<file path="config.mk">
export PLATFORM = sky130hd
export DESIGN_NAME = uart_tx_scheduler
export DESIGN_NICKNAME = d
export VERILOG_FILES = /design/src/rtl/uart_tx_scheduler.sv
export SDC_FILE = /design/constraint.sdc
export NUM_CORES = 1
export LEC_CHECK = 0
export ABC_AREA = 1
export BUFFER_PORTS_ARGS = -buffer_cell sky130_fd_sc_hd__buf_2
export CAP_MARGIN = 20
export CORE_UTILIZATION = 38
export CTS_BUF_LIST = sky130_fd_sc_hd__clkbuf_8
export DETAILED_ROUTE_END_ITERATION = 12
export GPL_ROUTABILITY_DRIVEN = 1
export MAX_ROUTING_LAYER = met4
export PLACE_DENSITY = 0.66
export SYNTH_ARGS = -nofsm -noshare
export SYNTH_HDL_FRONTEND = slang
export SYNTH_SLANG_ARGS = --single-unit
</file>
<file path="constraint.sdc">
create_clock -name clk -period 3.2 [get_ports clk]
set_input_delay 0.32 -clock clk [delete_from_list [all_inputs] [get_ports clk]]
set_output_delay 0.32 -clock clk [all_outputs]
set_load 0.05 [all_outputs]
</file>
<file path="src/rtl/uart_tx_scheduler.sv">
// uart_tx_scheduler: transmit controller for the POV serial link.
// Sequences 8N1 UART frames (start, 8 data bits LSB-first, stop) onto tx and
// shares the line between two byte requesters with round-robin arbitration.
// Optional feature macro: UART_TX_PARITY_EN adds an even-parity bit after DATA.
module uart_tx_scheduler #(
  parameter int PERIOD = 5208,
  parameter int CNT_W  = 13
) (
  input  logic       clk,
  input  logic       Reset,
  input  logic [7:0] data0,
  input  logic       valid0,
  output logic       ready0,
  input  logic [7:0] data1,
  input  logic       valid1,
  output logic       ready1,
  output logic       tx,
  output logic       busy,
  output logic       grant_id
);

  typedef enum logic [2:0] {
    IDLE,
    START,
    DATA,
    PARITY,
    STOP
  } state_t;

  state_t           state, state_n;
  logic [CNT_W-1:0] cnt, cnt_n;
  logic [7:0]       shreg, shreg_n;
  logic [2:0]       bitidx, bitidx_n;
  logic             tx_n;
  logic             grant_n;
  logic             last_grant, last_n;
  logic             granted;
  logic             idle;
  logic             tick;
  logic [7:0]       sel_data;
`ifdef UART_TX_PARITY_EN
  logic             par, par_n;
`endif

  assign idle = (state == IDLE);
  assign busy = ~idle;
  assign tick = ~idle && (cnt == CNT_W'(PERIOD - 1));

  // Round-robin pick and ready generation; ready is suppressed while Reset is high
  always_comb begin
    granted = 1'b0;
    if (valid0 && valid1) begin
      granted = ~last_grant;
    end else if (valid1) begin
      granted = 1'b1;
    end
    sel_data = granted ? data1 : data0;
    ready0   = ~Reset && idle && valid0 && ~granted;
    ready1   = ~Reset && idle && valid1 && granted;
  end

  // Next-state, baud counter, shifter and next tx level for the frame sequencer
  always_comb begin
    state_n  = state;
    cnt_n    = tick ? '0 : cnt + CNT_W'(1);
    shreg_n  = shreg;
    bitidx_n = bitidx;
    tx_n     = tx;
    grant_n  = grant_id;
    last_n   = last_grant;
`ifdef UART_TX_PARITY_EN
    par_n    = par;
`endif
    case (state)
      IDLE: begin
        cnt_n    = '0;
        tx_n     = 1'b1;
        bitidx_n = 3'd0;
        if (ready0 || ready1) begin
          shreg_n = sel_data;
          grant_n = granted;
          last_n  = granted;
          state_n = START;
          tx_n    = 1'b0;
`ifdef UART_TX_PARITY_EN
          par_n   = ^sel_data;
`endif
        end
      end
      START: begin
        if (tick) begin
          state_n = DATA;
          tx_n    = shreg[0];
        end
      end
      DATA: begin
        if (tick) begin
          shreg_n = shreg >> 1;
          if (bitidx == 3'd7) begin
            bitidx_n = 3'd0;
`ifdef UART_TX_PARITY_EN
            state_n  = PARITY;
            tx_n     = par;
`else
            state_n  = STOP;
            tx_n     = 1'b1;
`endif
          end else begin
            bitidx_n = bitidx + 3'd1;
            tx_n     = shreg[1];
          end
        end
      end
`ifdef UART_TX_PARITY_EN
      PARITY: begin
        if (tick) begin
          state_n = STOP;
          tx_n    = 1'b1;
        end
      end
`endif
      STOP: begin
        if (tick) begin
          state_n = IDLE;
          tx_n    = 1'b1;
        end
      end
      default: begin
        state_n = IDLE;
        cnt_n   = '0;
        tx_n    = 1'b1;
      end
    endcase
  end

  // State register; Reset aborts any frame in progress at the next edge
  always_ff @(posedge clk) begin
    if (Reset) begin
      state      <= IDLE;
      cnt        <= '0;
      shreg      <= '0;
      bitidx     <= '0;
      tx         <= 1'b1;
      grant_id   <= 1'b0;
      last_grant <= 1'b1;
`ifdef UART_TX_PARITY_EN
      par        <= 1'b0;
`endif
    end else begin
      state      <= state_n;
      cnt        <= cnt_n;
      shreg      <= shreg_n;
      bitidx     <= bitidx_n;
      tx         <= tx_n;
      grant_id   <= grant_n;
      last_grant <= last_n;
`ifdef UART_TX_PARITY_EN
      par        <= par_n;
`endif
    end
  end

endmodule

</file>
* Word-level counts from Yosys, hierarchy flattened
Index checks and enable logic that the tools add are counted.
** Storage, ports and cells
- Register bits :: 30
- Word-level logic and storage cells :: 62
- Input bits :: 20
** Cells by class
- Bitwise operators :: 5
- Mux-type cells :: 21
- Equal/unequal tests :: 10
- Reduce and logical (&&, ||, !) cells :: 17
- $add $sub $neg :: 2
** Operators with widths (count)
- 8-bit 2-to-1 mux :: 3
- 3-bit 2-to-1 mux :: 7
- 8-bit case mux with 2 select lines :: 1
- 13-bit by 1-bit adder with 13-bit output, second input constant :: 1
- 13-bit == test, second input constant :: 1
- 3-bit case mux with 4 select lines :: 1
- 2-bit != test, second input constant :: 4
- 1-bit logical AND :: 7
- 1-bit 2-to-1 mux :: 7
- 3-bit == test, second input constant :: 2
- 3-bit case mux with 2 select lines :: 1
- 3-bit AND reduction :: 2
- 3-bit OR reduction :: 2
- 1-bit NOT :: 5
- 5-bit AND reduction :: 1
- 1-bit case mux with 4 select lines :: 1
- 2-bit AND reduction :: 2
- 3-bit by 1-bit adder with 3-bit output, second input constant :: 1
- 3-bit by 1-bit == test with 1-bit output, second input constant :: 1
- 3-bit by 2-bit == test with 1-bit output, second input constant :: 1
- 3-bit logical NOT :: 1
- 2-bit by 1-bit != test with 1-bit output, second input constant :: 1
- 2-bit nonzero test :: 1
- 1-bit logical OR :: 1

* Depth between registers and ports, before layout
Gate-level depths: netlist of the first run.
- Depth after elaboration :: 7
- Depth in mapped cells :: 10

* Worst setup path before layout of the first run
Ideal clock, no wire load.
- Path type :: register to output
- From :: register state[1]
- To :: output port ready1
- Setup slack :: 1.373 ns
- Stages on the path, launching flop included :: 6
- Arrival :: 1.507 ns
- Data required time :: 2.880 ns
- Path through :: dfxtp_1 > nor2_2 > nand2_4 > nor2_2 > inv_1 > nor2_1
** Between the ends
- Longest elaborated chain between the ends :: 4
** Ends and longest elaborated chain
- from (decl) :: line 30 : state_t state, state_n;
- from (signal assigned) :: line 150 : state <= state_n;
- 3-bit logical NOT :: line 45 : assign idle = (state == IDLE);
- 1-bit logical AND (3 in series) :: line 59 : ready1 = ~Reset && idle && valid1 && granted;
- to (decl) :: line 16 : output logic ready1,
No other way between the ends.

* Worst setup path after layout of the first run
Same ends and word-level chain as after synthesis.

==> results by group, run 1 <==
Status
  – Outcome: complete, no violations

GRT
  – Total Routing Usage GR: 15.6%
  – First-pass GRT wire length: 5400 microns
  – Grt ovf: 0
  – Number of global-route vias before repair: 1301
  – Initial antenna violation count: 0
  – Largest net degree at the start of global routing: 20

Synthesis
  – Net count after synthesis: ~270
  – Post-Synth XOR/XNOR Area: about 3.6%
  – Post-synthesis adder-cell area fraction: 2.22%
  – Post-synthesis mux area share: 0%
  – Synth Area in Simple Gates: between 30% and 40%
  – Area leader, netlist: dfxtp_1
  – Async set-or-reset flop fraction in the synthesized netlist: 0%
  – Mapped Cells: approximately 240
  – Mapped cell area: 1690 sq um
  – Yosys warnings: 0
  – Number of synthesized flops with an enable pin: 0
  – #FFs+latches synth: 30
  – Synth top area share: about 36%
  – Top-count cell post-synth: nand2_1
  – Largest family of logic cells by synthesized area: simple AND/OR/NAND/NOR gates
  – Commonest cells post-synth: nand2_1 (53), nor2_1 (39), dfxtp_1 (30), nand3_1 (26), inv_1 (23)
  – Seq/Total Area, Yosys: 35.5%
  – Post-synthesis compound-gate area fraction: between 10% and 20%
  – Yosys cell types: 30
  – Most area-consuming cells after synthesis: dfxtp_1 (36%), nand2_1 (12%), nor2_1 (8.7%)
  – Ys flop type: dfxtp_1
  – Syn Area/Cell: 6.99 sq um

Setup path
  – Top delay family on crit path: simple AND/OR/NAND/NOR gates
  – Worst path most repeated cell: nor2_2
  – CP max stage delay: 0.34 ns
  – Max stage delay cell, worst path: dfxtp_1
  – CP Depth: 6
  – Type of the worst setup path: register to output port
  – Register-to-Register Path Depth: 9
  – Crit path cell chain: nor2_2 > nand2_4 > nor2_2 > inv_1 > nor2_1 > buf_2
  – Largest fanout on the critical path: 5
  – Critical path capture point type: output port
  – Critical Path RT: 2.88 ns
  – Arrival time worst endpoint: 1.46 ns
  – Worst Path Buf+Inv: 2
  – Critical path startpoint category: register

Timing
  – Relative slew margins: 67.4%
  – RSZ-0062 raised after global routing: no
  – Number of setup violations in the final report: 0
  – Final Critical Period: roughly 1.8 ns
  – Final worst slack: 1.42 ns
  – Max Clock Skew: ~0.011 ns
  – FMAX: 561 MHz
  – Final slew viol count: 0
  – Worst-Margin Slew: around 0.5 ns
  – Crit share post-route: approximately 56%
  – Final hold vios: 0
  – TNS Setup: 0 ns

Die
  – DIE AREA: 4720 sq um
  – Row count: 23
  – Core area: 4140 sq um
  – Ports: 25
  – Initial Utilization: 40.8%
  – Die H: 68.7 microns
  – Horiz. Die Dim: 68.7 microns

Clock network
  – CTS buffer count: 5
  – Skew-Pair Late Insertion Delay: 0.28 ns
  – Clock transition at path regs: approximately 0.060 ns
  – Post-CTS sizing: 0
  – Clock tree buffer depth: 2
  – Post-cts hold buffer count: 0
  – CTS H-tree lvls: 2
  – Buffer count from post-CTS setup fixing: 0
  – Clock sinks: 30
  – Clk root buf: clkbuf_8
  – CTS tree: done

Finish
  – Final Util: roughly 46%
  – # nets final: 290
  – Fillers: roughly 460
  – Antenna Cells: 0
  – Layout area overhead: 12.8%
  – Share of post-route cells with drive strength above 1: 20.1%
  – Post-Layout Cell Count: between 300 and 400

Pwr
  – Pleak: approximately 0.84 nW
  – PD cells: 875 nW/um^2
  – Worst VDD drop: 0.000455 V

Placed design
  – Setup WS pre-CTS: 1.58 ns
  – Post-DP HPWL: 2470 microns
  – Input/output buffers: 24
  – GP Congestion: 0.827
  – Placed Instances: between 300 and 400

Route
  – 1st-iter DRT viols: 73
  – Vias per cell: 4.78
  – First-pass detailed-route iteration total: 4
  – Avg WL per Cell: about 10 microns
  – Routed WL: between 3000 and 4000 microns
  – Via Count: approximately 1500
  – Antenna violation net count after detailed routing: 0
  – DRC viols: 0

Hold path
  – HP Class: input port to register
  – WHS Path Cells: 2

Job
  – Max-cap violation count: 0
cell type report:
type                       count  area [sq um]  area share (%)
clock buffer                   6          82.6            4.33
clock inverter                 2          8.76           0.459
inverter                      25          96.3            5.05
multi-input combinational    181           937            49.1
sequential                    30           601            31.5
tap                           50          62.6            3.28
timing repair buffer          24           120            6.30
cell families (layout without fill, tap and decap cells):
group | count (synthesis) | after routing
buffers and inverters | 31 | 57
AOI/OAI and AO/OA | 29 | 29
xor gates and xnor gates | 7 | 7
and+or+nand+nor | 142 | 142
adders and majority gates | 3 | 3
DFF | 30 | 30
layer usage:
metal | vias to the layer above | part of all wire (%) | global-route usage [%]
li1 | 829 | - | -
met1 | 665 | 50 | 19.8
met2 | 20 | 45 | 23.8
met3 | 6 | 2.9 | 4.44
met4 | 0 | 1.5 | 5.36
met5 | - | 0 | -
flip-flops by register name (all words and copies together), names as in the netlist:
name / count
grant_id: 1
tx: 1
bitidx: 3
last_grant: 1
state: 3
shreg: 8
cnt: 13
worst paths after layout:
| kind | from | to | slack, ns |
|---|---|---|---|
| min reg2reg | cnt[0]$_SDFF_PP0_ | cnt[0]$_SDFF_PP0_ | 0.44 |
| min | Reset | state[0]$_SDFFE_PP0P_ | 0.28 |
| max reg2reg | cnt[0]$_SDFF_PP0_ | shreg[7]$_SDFFE_PP0P_ | 1.62 |
| max | state[1]$_SDFFE_PP0P_ | ready1 | 1.42 |
layout by cell type (no fill, tap or decap), drive strengths merged, types with 2 or more instances in the layout:
| cell type | Yosys | layout |
|---|---|---|
| nand2 | 58 | 58 |
| nor2 | 44 | 44 |
| dfxtp | 30 | 30 |
| nand3 | 28 | 28 |
| inv | 25 | 26 |
| buf | 6 | 24 |
| o21ai | 15 | 15 |
| a21oi | 12 | 12 |
| nand4 | 6 | 6 |
| xor2 | 6 | 6 |
| clkbuf | 0 | 6 |
| ha | 3 | 3 |
| nor3 | 2 | 2 |
| nand3b | 2 | 2 |
per-stage QoR:
stage | instance area, sq um | hold slack [ns] | total power (W)
2_1_floorplan | 1690 | 0.389 | 0.00130
3_3_place_gp | 1820 | 0.439 | 0.00137
3_5_place_dp | 1820 | 0.439 | 0.00138
4_1_cts | 1910 | 0.272 | 0.00169
5_1_grt | 1910 | 0.279 | 0.00182
6_report | 1910 | 0.282 | 0.00167
report_power, final:
group	switching [W]	leakage (nW)	total, W	internal, W
clock network	0.000135	0.0524	0.000305	0.000170
registers	0.0000597	0.245	0.000528	0.000468
logic	0.000564	0.545	0.000837	0.000273
worst register-to-register path, delay by kind of cell (launching register included):
family	cells	cell delay, ns
AND/OR/NAND/NOR	8	0.93
flip-flops	1	0.35
adder cells (fa/ha/maj)	1	0.25
No activity file was read; power rests on OpenSTA's default activity.
==> run 2: changes to the inputs <==
Settings changed: ABC_AREA 1 to 0.
Clock period 3.2 ns to 1.8 ns, I/O delays scaled along.
==> run 2 against run 1 <==
Against the previous run:
- synthesized cell count down 20%
- flip-flop and latch count unchanged
- clock skew down 0.0030 ns
- synthesized area down 2.2%
- die area down 2.2%
- first-iteration DRC count up 42%
- setup slack worse by 1.4 ns
- sequential share of layout area down 2.9 points
- sequential power up 35%
- highest routed layer unchanged
==> results by group, run 2 <==
Timing
  – Number of setup violations in the final report: 0
  – Final Critical Period: between 1.5 and 2 ns
  – RSZ-0062 raised after global routing: yes
  – Final hold vios: 0
  – Final slew viol count: 0
  – Crit share post-route: 97.5%
  – Worst-Margin Slew: 0.456 ns
  – Relative slew margins: 69.3%
  – Max Clock Skew: 0.00752 ns
  – FMAX: 570 MHz
  – Min Hold Slack: 0.263 ns

Setup path
  – Crit path cell chain: or4bb_4 > nor3_4 > a31oi_4 > buf_12 > mux2i_1
  – Critical Path RT: 1.97 ns
  – Top delay family on crit path: simple AND/OR/NAND/NOR gates
  – Critical path capture point type: register
  – Type of the worst setup path: register to register
  – Worst Path Buf+Inv: 1
  – CP Depth: 5
  – Arrival time worst endpoint: 1.92 ns
  – CP max stage delay: 0.58 ns
  – Largest fanout on the critical path: 6
  – Register-to-Register Path Depth: 5
  – Max stage delay cell, worst path: or4bb_4
  – Critical path startpoint category: register

Synthesis
  – Mapped cell area: 1650 sq um
  – Synth top area share: 36.3%
  – Most area-consuming cells after synthesis: dfxtp_1 (36%), nand2_1 (6.6%), xor2_1 (5.8%)
  – Net count after synthesis: 216
  – Ys flop type: dfxtp_1
  – #FFs+latches synth: 30
  – Top-count cell post-synth: dfxtp_1
  – Syn Area/Cell: 8.57 sq um
  – Area leader, netlist: dfxtp_1
  – Seq/Total Area, Yosys: approximately 36%
  – Number of synthesized flops with an enable pin: 0
  – Commonest cells post-synth: dfxtp_1 (30), nand2_1 (29), nor2_1 (25), xor2_1 (11)
  – Mapped Cells: between 150 and 200
  – Async set-or-reset flop fraction in the synthesized netlist: 0%
  – Yosys warnings: 0
  – Yosys cell types: 45

Route
  – Met2 Routed Length: 1750 microns
  – First-pass detailed-route iteration total: 4
  – 1st-iter DRT viols: 104
  – DRC viols: 0
  – Avg WL per Cell: around 13 microns
  – Vias per cell: just over 5
  – Max Used Layer: met4
  – Wl on met1: 1610 microns
  – WL met3: 177 microns
  – Routed WL: 3590 microns
  – Via Count: roughly 1500
  – Antenna violation net count after detailed routing: 0

Finish
  – Share of post-route cells with drive strength above 1: 31.2%
  – Layout area overhead: 27.8%
  – Area of the multi-input gates: 1020 sq um
  – Commonest cells after routing, fill and taps aside: nand2_1 (29), dfxtp_1 (28), nor2_1 (25), buf_4 (25), buf_2 (22)
  – Fillers: a little over 400
  – Commonest non-fill, non-tap cell in the layout: nand2_1
  – Largest reg by FF count: cnt
  – Antenna Cells: 0
  – Final Instance Area: roughly 2100 sq um
  – Register area: 603 sq um
  – Max FFs per register: 13
  – # nets final: ~260
  – Biggest registers after layout: cnt: 13 flops, shreg: 8 flops

GRT
  – Grt ovf: 0
  – Largest net degree at the start of global routing: 20
  – Number of global-route vias before repair: around 1400
  – First-pass GRT wire length: 5910 microns
  – Initial antenna violation count: 0
  – Total Routing Usage GR: 17.9%

Clock network
  – Clock sinks: 30
  – CTS H-tree lvls: 2
  – Clock transition at path regs: 0.06 ns
  – Skew-Pair Late Insertion Delay: 0.28 ns
  – CTS buffer count: 5
  – Clk root buf: clkbuf_8
  – Post-cts hold buffer count: 0
  – CTS tree: done
  – Clock tree buffer depth: 2

Placed design
  – GP Congestion: between 0.7 and 0.8
  – Post-DP Area: approximately 1900 sq um
  – Post-DP HPWL: approximately 2600 microns
  – Input/output buffers: 24

Die
  – DIE AREA: 4620 sq um
  – Ports: 25
  – Horiz. Die Dim: 68.0 microns
  – Die H: 68.0 microns
  – Row count: 23
  – Core area: slightly above 4000 sq um
  – Initial Utilization: 40.5%

Status
  – Outcome: complete, no violations

Pwr
  – Worst VDD drop: a little over 0.0004 V
  – Power share of the combinational group: between 10% and 20%
  – Cell Int Power: 0.00112 W
  – Pleak: roughly 0.92 nW
  – Net Switching: 0.000436 W
  – Clock power frac: 35.2%
  – Final Total Pwr: approximately 0.0016 W
  – PD cells: 737 nW/um^2
  – Register share of total power: 45.6%
  – Sw frac: 28.0%

Hold path
  – HP Class: input port to register
  – WHS Path Cells: 3

Job
  – Max-cap violation count: 0
[run 2: area by class of cell]
type | instances | share of cell area [%]
timing repair buffer | 48 | 15.0
sequential | 30 | 28.5
tap | 50 | 2.96
multi-input combinational | 147 | 48.3
clock buffer | 6 | 3.91
inverter | 4 | 0.888
clock inverter | 2 | 0.414
[run 2: tightest hold or removal path, cell delays in order]
cell,delay [ns]
buf_2,0.13
nand2_1,0.08
a211o_1,0.11
[run 2: worst paths after layout]
| path | start | endpoint | slack, ns |
|---|---|---|---|
| setup reg to reg | cnt[11]$_SDFF_PP0_ | shreg[4]$_SDFFE_PP0P_ | 0.05 |
| hold reg to reg | cnt[0]$_SDFF_PP0_ | cnt[0]$_SDFF_PP0_ | 0.44 |
| setup / recovery | cnt[11]$_SDFF_PP0_ | shreg[4]$_SDFFE_PP0P_ | 0.05 |
| hold / removal | valid0 | last_grant$_SDFFE_PP1P_ | 0.26 |
[run 2: power groups by stage]
stage               logic (W)  registers [W]  clock network (W)
floorplan            0.000180       0.000742                  0
global placement     0.000272       0.000725                  0
detailed placement   0.000274       0.000726                  0
CTS                  0.000282       0.000711           0.000563
global route         0.000326       0.000715           0.000603
finish               0.000299       0.000711           0.000548
[run 2: timing repair]
action	4_1_cts	5_1_grt
endpoints found under the hold margin	0	0
pin swaps	1	5
setup buffers	1	7
setup endpoints to repair	2	11
gates resized for setup	0	7
[run 2: through the flow]
stage	util [%]	setup TNS, ns	instances	worst slack [ns]
after detailed placement	47.4	0	271	0.0286
final	51.7	0	287	0.0450
after CTS	49.8	0	280	0.0124
after global placement	47.4	0	271	0.0666
after floorplan	-	-0.215	193	-0.0720
after global routing	51.7	-0.125	287	-0.0273
[run 2: per-layer routing]
| layer | global-route usage (%) | vias up |
|---|---|---|
| met3 | 5.50 | 5 |
| met5 | - | - |
| met1 | 19.6 | 681 |
| li1 | - | 767 |
| met4 | 7.03 | 0 |
| met2 | 30.0 | 34 |
[run 2: logic make-up (layout without fill, tap and decap cells)]
kind of cell,count (synthesis),count (layout),share of synthesized area (%)
AND/OR/NAND/NOR,94,94,30.7
adder cells (fa/ha/maj),3,3,2.27
XOR/XNOR,12,12,6.35
buffers and inverters,16,60,4.31
multiplexers,9,9,5.52
AO/OA/AOI/OAI,29,29,14.5
flip-flops,30,30,36.3
